--- config.mk ---
export PLATFORM = sky130hd
export DESIGN_NAME = hazard_ctrl
export DESIGN_NICKNAME = d
export VERILOG_FILES = /design/src/rtl/hazard_ctrl.sv
export SDC_FILE = /design/constraint.sdc
export NUM_CORES = 1
export LEC_CHECK = 0
export BUFFER_PORTS_ARGS = -buffer_cell sky130_fd_sc_hd__buf_4
export CAP_MARGIN = 15
export CORE_MARGIN = 2
export CORE_UTILIZATION = 50
export CTS_CLUSTER_SIZE = 25
export DETAILED_ROUTE_END_ITERATION = 6
export GPL_TIMING_DRIVEN = 0
export PLACE_DENSITY = 0.79
export SLEW_MARGIN = 10
export SYNTH_ARGS = -nofsm -noshare
export SYNTH_HDL_FRONTEND = slang
export SYNTH_SLANG_ARGS = --single-unit
export TNS_END_PERCENT = 10
--- constraint.sdc ---
create_clock -name clk -period 2.2 [get_ports clk]
set_clock_uncertainty 0.15 [all_clocks]
set_input_delay 0.11 -clock clk [delete_from_list [all_inputs] [get_ports clk]]
set_output_delay 0.11 -clock clk [all_outputs]
set_load 0.05 [all_outputs]
--- src/rtl/hazard_ctrl.sv ---
// hazard_ctrl: Tnew/Tuse pipeline hazard unit for a 5-stage MIPS-style core.
// Tracks the destination register and remaining-result latency of the
// instructions in E, M and W, decides whether the instruction in D must stall,
// selects the forwarding source of both D operands, and models the busy time
// of the multiply/divide unit so that MDU-class instructions wait for it.
module hazard_ctrl #(
    parameter int MULT_CYC = 5,
    parameter int DIV_CYC  = 10
) (
    input  logic       clk,
    input  logic       rst_n,
    input  logic [1:0] D_Tuse1,
    input  logic [1:0] D_Tuse2,
    input  logic [4:0] D_ReadA1,
    input  logic [4:0] D_ReadA2,
    input  logic [1:0] D_Tnew,
    input  logic [4:0] D_WriteA,
    input  logic       D_MDUClass,
    input  logic [1:0] D_MDStart,
    output logic       Stall,
    output logic [1:0] FwdD1,
    output logic [1:0] FwdD2,
    output logic [4:0] E_WriteA,
    output logic [4:0] M_WriteA,
    output logic [4:0] W_WriteA,
    output logic [1:0] E_Tnew,
    output logic [1:0] M_Tnew,
    output logic [1:0] W_Tnew,
    output logic       MDUBusy
);

    // MDU busy lengths, truncated to the 4-bit counter width.
    localparam logic [3:0] LP_MULT_CYC = 4'(MULT_CYC);
    localparam logic [3:0] LP_DIV_CYC  = 4'(DIV_CYC);

    // Forwarding source encodings.
    localparam logic [1:0] FWD_RF = 2'd0;
    localparam logic [1:0] FWD_E  = 2'd1;
    localparam logic [1:0] FWD_M  = 2'd2;
    localparam logic [1:0] FWD_W  = 2'd3;

    // Stage records: remaining cycles until the result exists, and destination.
    logic [1:0] r_e_tnew;
    logic [4:0] r_e_writea;
    logic [1:0] r_m_tnew;
    logic [4:0] r_m_writea;
    logic [1:0] r_w_tnew;
    logic [4:0] r_w_writea;
    logic [3:0] r_mdu_cnt;

    logic       w_haz1;
    logic       w_haz2;
    logic       w_mdu_haz;
    logic       w_stall;
    logic [1:0] w_fwd1;
    logic [1:0] w_fwd2;
    logic [3:0] w_mdu_nxt;

    // Decrement a Tnew value, flooring at zero so it never wraps to 3.
    function automatic logic [1:0] sat_dec(input logic [1:0] t);
        logic [1:0] res;
        if (t == 2'd0) begin
            res = 2'd0;
        end else begin
            res = t - 2'd1;
        end
        return res;
    endfunction

    // A stage matches a source only when the source really reads a register.
    function automatic logic stage_match(input logic [4:0] ra, input logic [4:0] wa);
        return (ra != 5'd0) && (wa == ra);
    endfunction

    // Operand hazard: an E or M producer whose result arrives too late for D.
    // W is never a hazard because its result is always ready by then.
    function automatic logic op_hazard(
        input logic [4:0] ra,
        input logic [1:0] tuse,
        input logic [4:0] e_wa,
        input logic [1:0] e_tn,
        input logic [4:0] m_wa,
        input logic [1:0] m_tn
    );
        logic h;
        h = 1'b0;
        if (stage_match(ra, e_wa) && (e_tn > tuse)) begin
            h = 1'b1;
        end else if (stage_match(ra, m_wa) && (m_tn > tuse)) begin
            h = 1'b1;
        end else begin
            h = 1'b0;
        end
        return h;
    endfunction

    // Forward source: only the youngest matching stage is considered, and only
    // if its value already exists; otherwise D reads the register file and
    // the value is picked up by a later forwarding point.
    function automatic logic [1:0] op_fwd(
        input logic [4:0] ra,
        input logic [4:0] e_wa,
        input logic [1:0] e_tn,
        input logic [4:0] m_wa,
        input logic [1:0] m_tn,
        input logic [4:0] w_wa,
        input logic [1:0] w_tn
    );
        logic [1:0] sel;
        sel = FWD_RF;
        if (stage_match(ra, e_wa)) begin
            sel = (e_tn == 2'd0) ? FWD_E : FWD_RF;
        end else if (stage_match(ra, m_wa)) begin
            sel = (m_tn == 2'd0) ? FWD_M : FWD_RF;
        end else if (stage_match(ra, w_wa)) begin
            sel = (w_tn == 2'd0) ? FWD_W : FWD_RF;
        end else begin
            sel = FWD_RF;
        end
        return sel;
    endfunction

    // Hazard detection, stall decision and forwarding selection for D.
    always_comb begin
        w_haz1    = op_hazard(D_ReadA1, D_Tuse1, r_e_writea, r_e_tnew, r_m_writea, r_m_tnew);
        w_haz2    = op_hazard(D_ReadA2, D_Tuse2, r_e_writea, r_e_tnew, r_m_writea, r_m_tnew);
        w_mdu_haz = D_MDUClass && (r_mdu_cnt != 4'd0);
        w_stall   = w_haz1 || w_haz2 || w_mdu_haz;
        w_fwd1    = op_fwd(D_ReadA1, r_e_writea, r_e_tnew, r_m_writea, r_m_tnew,
                           r_w_writea, r_w_tnew);
        w_fwd2    = op_fwd(D_ReadA2, r_e_writea, r_e_tnew, r_m_writea, r_m_tnew,
                           r_w_writea, r_w_tnew);
    end

    // Next MDU counter value: a start that actually leaves D loads the busy
    // time (a stalled start must not), otherwise count down towards zero.
    always_comb begin
        w_mdu_nxt = r_mdu_cnt;
        if (!w_stall && (D_MDStart == 2'd1)) begin
            w_mdu_nxt = LP_MULT_CYC;
        end else if (!w_stall && (D_MDStart == 2'd2)) begin
            w_mdu_nxt = LP_DIV_CYC;
        end else if (r_mdu_cnt != 4'd0) begin
            w_mdu_nxt = r_mdu_cnt - 4'd1;
        end else begin
            w_mdu_nxt = 4'd0;
        end
    end

    // Pipeline stage records and MDU counter; a stall injects a bubble into E
    // while M and W keep draining.
    always_ff @(posedge clk or negedge rst_n) begin
        if (!rst_n) begin
            r_e_tnew   <= 2'd0;
            r_e_writea <= 5'd0;
            r_m_tnew   <= 2'd0;
            r_m_writea <= 5'd0;
            r_w_tnew   <= 2'd0;
            r_w_writea <= 5'd0;
            r_mdu_cnt  <= 4'd0;
        end else begin
            if (w_stall) begin
                r_e_tnew   <= 2'd0;
                r_e_writea <= 5'd0;
            end else begin
                r_e_tnew   <= sat_dec(D_Tnew);
                r_e_writea <= D_WriteA;
            end
            r_m_tnew   <= sat_dec(r_e_tnew);
            r_m_writea <= r_e_writea;
            r_w_tnew   <= sat_dec(r_m_tnew);
            r_w_writea <= r_m_writea;
            r_mdu_cnt  <= w_mdu_nxt;
        end
    end

    assign Stall    = w_stall;
    assign FwdD1    = w_fwd1;
    assign FwdD2    = w_fwd2;
    assign E_WriteA = r_e_writea;
    assign M_WriteA = r_m_writea;
    assign W_WriteA = r_w_writea;
    assign E_Tnew   = r_e_tnew;
    assign M_Tnew   = r_m_tnew;
    assign W_Tnew   = r_w_tnew;
    assign MDUBusy  = (r_mdu_cnt != 4'd0);

endmodule

==> impl_metrics.tcl, run 1 <==
set metrics [dict create \
    gp_congestion 0.875 \
    htreeDepth 1 \
    cp-start-kind "flip-flop" \
    reg2reg_slack_ns -0.07 \
    first_iter_violations 215 \
    cts_tree "built" \
    ys.warnings.count 0 \
    io_pins 53 \
    synth_nets 195 \
    max_stage_delay_ns 0.51 \
    finalHoldViolations 0 \
    path_max_fanout 6 \
    routedWlPerCell_um 16.7 \
    relSlewSlack_pct 70.6 \
    grt_pass1_vias 1486 \
    finalCritPeriodShare_pct 110 \
    min_period_ns 2.42 \
    fill_cells 195 \
    synth_area_leaders "dfrtp_1 39%, xor2_1 9.2%, xnor2_1 7.0%" \
    grt-ovfl-total 0 \
    power_leakage_nw 1.16 \
    antenna_found_initial 0 \
    r2r_cells 9 \
    synth_seq_cells 25 \
    slowest_stage "dfrtp_2" \
    die_w_um 60.9 \
    required_ns 1.94 \
    arrival_ns 2.16 \
    synth.most_common_cell "dfrtp_1" \
    maxCapViolCount 0 \
    clock.fmax_ghz 0.413 \
    clockRootBuffer "clkbuf_4" \
    cts_made_buffers 3 \
    fin_hold_ws_ns 0.0178 \
    finalPower_w 0.00213 \
    layout_setup_ws_ns -0.221 \
    crit_chain "ha_4 -> nor2b_1 -> a2bb2oi_2 -> and3_4 -> nor4_4 -> inv_2 -> buf_8" \
    synthArstFlopShare_pct 100 \
    syn2layout_area_growth_pct 53.5 \
    vias 1573 \
    postPlaceCellArea_um2 2070 \
    portBuffers 51 \
    synth_area_per_cell_um2 10.1 \
    initial_core_util_pct 52.6 \
    synth_edf_count 0 \
    synth_commonest_cells "25 x dfrtp_1, 17 x xor2_1, 13 x xnor2_1, 11 x nor2_1, 9 x nor2b_1" \
    outcome "finished with violations" \
    first_pass_iters 4 \
    critPathCaptureType "primary output" \
    die_y_um 60.9 \
    worstMarginPinSlew_ns 0.439 \
    min_path_type "in2async" \
    worstReg2RegEnd "E_Tnew[0]" \
    drc 0 \
    r2r-start "M_Tnew[1]" \
    avgViaCountPerCell 5.48 \
    netlist_area_um2 1620 \
    die_area_um2 3710 \
    worstSkewPairLatency_ns 0.35 \
    synthFlopType "dfrtp_1" \
    powerDensity_nw_per_um2 859 \
    rsz0062_at_grt "yes" \
    antenna_left 0 \
    core.rowCount 20 \
    core-area_um2 3080 \
    ys_types 38 \
    grt_max_degree 26 \
    wl_um 4780 \
    failed_checks "setup timing" \
    peakVddDrop_mv 0.611 \
    clockBufferDepth 2 \
    critPathBufInv 2 \
    setup_viol 6 \
    ys_seq_area_share_pct 38.6 \
    crit_type "reg2out" \
    grt_pass1_wl_um 6910 \
    synth.top_cell.area_share_pct 38.6 \
    final_max_slew_viol_count 0 \
    final_cell_area_um2 2480 \
    critPathTopFamily "simple AND/OR/NAND/NOR gates" \
    syn-instance-count 161 \
    clk_pin_slew_ns 0.16 \
    hpwl_um 3180 \
    yosysTopAreaCell "dfrtp_1" \
    grt_util_all_layers_pct 25.8 \
    drive_above_1_share_pct 44.0 \
    nets 278 \
    cts.sinks 25 \
    diodes 0 \
]
[sequential cells by signal, summed over array words and instances (netlist names)]
| signal | cells |
|---|---|
| E_Tnew | 2 |
| E_WriteA | 5 |
| M_Tnew | 2 |
| M_WriteA | 5 |
| W_Tnew | 2 |
| W_WriteA | 5 |
| r_mdu_cnt | 4 |
[layout make-up]
class	instances	area (µm²)	area share [%]
inverters	7	26.3	1.06
repair buffers	78	624	25.1
plain buffers	1	5.00	0.201
clock buffers	3	22.5	0.906
multi-input cells	128	1110	44.7
flip-flops and latches	25	632	25.4
clock inverters	1	8.76	0.352
well taps	44	55.1	2.22
[placed cells by master (no fill, tap or decap), drive strengths merged, types with 2 or more instances in the layout]
cell type | Yosys | routed
a31oi | 6 | 6
mux2i | 2 | 2
or4 | 3 | 3
dfrtp | 25 | 25
nand3 | 3 | 3
dlygate4sd3 | 0 | 11
and4 | 2 | 2
o311ai | 2 | 2
xor2 | 17 | 17
inv | 7 | 8
o21ai | 3 | 3
xnor2 | 13 | 13
and2 | 9 | 9
nor4 | 5 | 5
nor2b | 9 | 9
nand4 | 2 | 2
nand2 | 6 | 6
buf | 1 | 68
ha | 8 | 8
a2bb2oi | 3 | 3
nor3 | 6 | 6
and3 | 4 | 4
nor2 | 11 | 11
o31ai | 3 | 3
mux2 | 2 | 2
o211a | 2 | 2
clkbuf | 0 | 3
[per-stage QoR]
step	setup slack (ns)	instances	util (%)	setup TNS, ns
6_report	-0.221	287	80.7	-0.462
5_1_grt	-0.390	287	80.7	-1.88
4_1_cts	-0.178	282	77.4	-0.434
3_5_place_dp	-0.0649	256	67.1	-0.100
3_3_place_gp	-0.0249	256	67.1	-0.0249
2_1_floorplan	-0.0736	161	-	-0.160
[repair_timing]
| action | CTS | global route |
|---|---|---|
| hold endpoints to repair | 36 | 0 |
| cloned | 0 | 0 |
| hold buffers | 11 | 0 |
| resized for setup | 15 | 15 |
| buffers inserted | 11 | 5 |
| endpoints found under the setup margin | 8 | 8 |
| pin swaps | 8 | 6 |
[worst register-to-register path, cell delays in order, from the launching register on]
cell and delay (ns):
dfrtp_2 0.51, ha_4 0.25, nor2b_1 0.16, a2bb2oi_2 0.14, and3_4 0.16, nor4_4 0.35, inv_2 0.09, buf_4 0.14
buf_4 0.12, nor3b_2 0.14
[how the worst max path moves through the flow]
stage | startpoint | end | slack, ns | cells past startpoint
after floorplan | E_Tnew[0] | E_Tnew[0] | -0.07 | 8
after global placement | E_Tnew[1] | Stall | -0.02 | 7
after detailed placement | E_Tnew[1] | Stall | -0.06 | 7
after CTS | E_Tnew[1] | Stall | -0.18 | 7
after global routing | M_Tnew[1] | Stall | -0.39 | 7
final | M_Tnew[1] | Stall | -0.22 | 7
[power breakdown]
group          total, W  internal [W]  switching [W]
Clock          0.000237     0.0000748       0.000162
Sequential     0.000675      0.000558       0.000117
Combinational   0.00122      0.000500       0.000722
[logic make-up (layout without fill, tap and decap cells)]
| family | Yosys count | in the layout | synth area share (%) |
|---|---|---|---|
| AO/OA/AOI/OAI | 21 | 21 | 9.58 |
| XOR/XNOR | 30 | 30 | 16.2 |
| adder cells (fa/ha/maj) | 8 | 8 | 6.18 |
| flip-flops | 25 | 25 | 38.6 |
| AND/OR/NAND/NOR | 65 | 65 | 24.8 |
| multiplexers | 4 | 4 | 2.63 |
| buffers and inverters | 8 | 90 | 1.93 |
[routing by layer]
| layer | track usage (%) | routed length, µm | up-vias |
|---|---|---|---|
| met5 | 0 | 0 | - |
| met4 | 7.45 | 129 | 0 |
| met3 | 6.18 | 206 | 18 |
| met2 | 45.6 | 2520 | 49 |
| met1 | 31.2 | 1930 | 765 |
| li1 | - | - | 741 |
Note: power is estimated with default switching activity, not from simulation.
==> run 2, diff against run 1 <==
- CELL_PAD_IN_SITES_DETAIL_PLACEMENT: not set -> 1
- CELL_PAD_IN_SITES_GLOBAL_PLACEMENT: not set -> 1
- CORE_UTILIZATION: 50 -> 38
- PLACE_DENSITY: 0.79 -> not set
- PLACE_DENSITY_LB_ADDON: not set -> 0.1
==> run 2 against run 1 <==
Via count fell by 2.0%; flip-flop and latch count did not move; hold slack got worse by 0.00065 ns; critical path depth did not move; core utilization fell by 18 points; routed wire length rose by 15%; worst setup slack improved by 0.14 ns; sequential share of layout area fell by 0.50 points; cell count rose by 2.8%; the flow still finishes with violations (setup timing); cell area rose by 1.8%.
==> impl_metrics.tcl, run 2 (synthesized netlist as in run 1, its figures left out) <==
set metrics [dict create \
    grt-ovfl-total 0 \
    setup-tns-final_ns -0.106 \
    fin_cells 295 \
    wl_um 5500 \
    min_path_type "in2reg" \
    die_area_um2 4800 \
    cts_tree "built" \
    power_switching_w 0.00101 \
    final_max_slew_viol_count 0 \
    cts_made_buffers 3 \
    diodes 0 \
    initial_core_util_pct 39.9 \
    critPathBufInv 2 \
    failed_checks "setup timing" \
    worstSkewPairLatency_ns 0.28 \
    clock.fmax_ghz 0.438 \
    htreeDepth 1 \
    grt_pass1_vias 1681 \
    cts.sinks 25 \
    p_int_w 0.00118 \
    fin_hold_ws_ns 0.0172 \
    p_seq_share_pct 30.8 \
    nets 280 \
    fill_cells 452 \
    grt_util_all_layers_pct 20.8 \
    min_period_ns 2.28 \
    postPlaceCellArea_um2 2070 \
    avgViaCountPerCell 5.22 \
    peakVddDrop_mv 0.488 \
    finalHoldViolations 0 \
    first_iter_violations 57 \
    multi_input_area_um2 1120 \
    core.rowCount 23 \
    antenna_found_initial 0 \
    crit_chain "ha_4 -> nor2b_4 -> a2bb2oi_2 -> and3_4 -> nor4_4 -> inv_2 -> buf_8" \
    p_comb_share_pct 55.9 \
    switching_share_pct 46.0 \
    maxCapViolCount 0 \
    relSlewSlack_pct 59.3 \
    clk_pin_slew_ns 0.09 \
    die_w_um 69.3 \
    crit_type "reg2out" \
    clockBufferDepth 2 \
    required_ns 1.94 \
    setup_viol 2 \
    die_y_um 69.3 \
    path_max_fanout 4 \
    max_stage_delay_ns 0.48 \
    layout_setup_ws_ns -0.0842 \
    placed_cells 262 \
    grt_pass1_wl_um 8140 \
    portBuffers 51 \
    critPathTopFamily "simple AND/OR/NAND/NOR gates" \
    outcome "finished with violations" \
    critPathCaptureType "primary output" \
    drive_above_1_share_pct 46.5 \
    routedWlPerCell_um 18.7 \
    vias 1541 \
    worstMarginPinSlew_ns 0.608 \
    cp-start-kind "flip-flop" \
    arrival_ns 2.02 \
    io_pins 53 \
    hpwl_um 3690 \
    core-area_um2 4060 \
    final_cell_area_um2 2530 \
    finalCritPeriodShare_pct 104 \
    syn2layout_area_growth_pct 56.3 \
    first_pass_iters 4 \
    gp_congestion 0.874 \
    antenna_left 0 \
    clkPwrFrac_pct 13.3 \
    power_leakage_nw 1.20 \
    final-seq-area_um2 631 \
    grt_max_degree 26 \
    drc 0 \
    layout_common_cells "68 x buf_4, 21 x dfrtp_1, 17 x xor2_1" \
    post-place-ws_ns -0.231 \
    powerDensity_nw_per_um2 864 \
    rsz0062_at_grt "yes" \
    reg2reg_slack_ns 0.01 \
    final_common_cell "buf_4" \
    clockRootBuffer "clkbuf_8" \
    slowest_stage "dfrtp_2" \
]
## run 2: through the flow
step | util, % | total power (W)
floorplan | - | 0.00135
CTS | 58.6 | 0.00212
global placement | 51.1 | 0.00164
finish | 62.3 | 0.00219
global route | 62.3 | 0.00231
detailed placement | 51.1 | 0.00168
## run 2: worst reg2reg max path, stage by stage, from the launching register on
cell      delay (ns)
dfrtp_2         0.46
ha_4            0.29
nor2b_1         0.16
o21ai_2         0.09
buf_4           0.14
o311ai_1        0.30
nor4_1          0.12
or3_1           0.38
## run 2: final timing paths
path / end / start / cells past startpoint
setup reg to reg: r_mdu_cnt[0] / E_Tnew[1] / 7
max in group asynchronous: E_Tnew[1] / rst_n / 2
hold / removal: r_mdu_cnt[2] / D_MDStart[0] / 3
min in group asynchronous: W_WriteA[2] / rst_n / 2
setup / recovery: Stall / M_Tnew[1] / 7
hold reg to reg: M_WriteA[1] / E_WriteA[1] / 0
## run 2: per-layer routing
layer	part of all wire [%]	track usage (%)	vias up
met1	41	26.2	748
met3	3.5	3.20	9
li1	-	-	740
met4	1.7	3.27	0
met2	53	38.0	44
met5	0	0	-
## run 2: power by group through the flow
stage	combinational, W	sequential, W	clock, W
finish	0.00122	0.000674	0.000291
CTS	0.00115	0.000668	0.000298
global route	0.00130	0.000691	0.000317
detailed placement	0.000988	0.000690	0
global placement	0.000963	0.000680	0
floorplan	0.000470	0.000875	0
## run 2: final cells by class
class,count,area share (%)
inverters,7,1.04
plain buffers,1,0.198
clock inverters,1,0.297
flip-flops and latches,25,24.9
repair buffers,80,25.2
clock buffers,3,1.63
well taps,50,2.47
multi-input cells,128,44.2
## run 2: repair_timing
| action | in CTS | in global routing |
|---|---|---|
| buffers inserted | 10 | 10 |
| resized for setup | 16 | 17 |
| setup endpoints to repair | 13 | 14 |
| hold buffers | 9 | 0 |
| endpoints found under the hold margin | 33 | 0 |
| pin swaps | 5 | 12 |
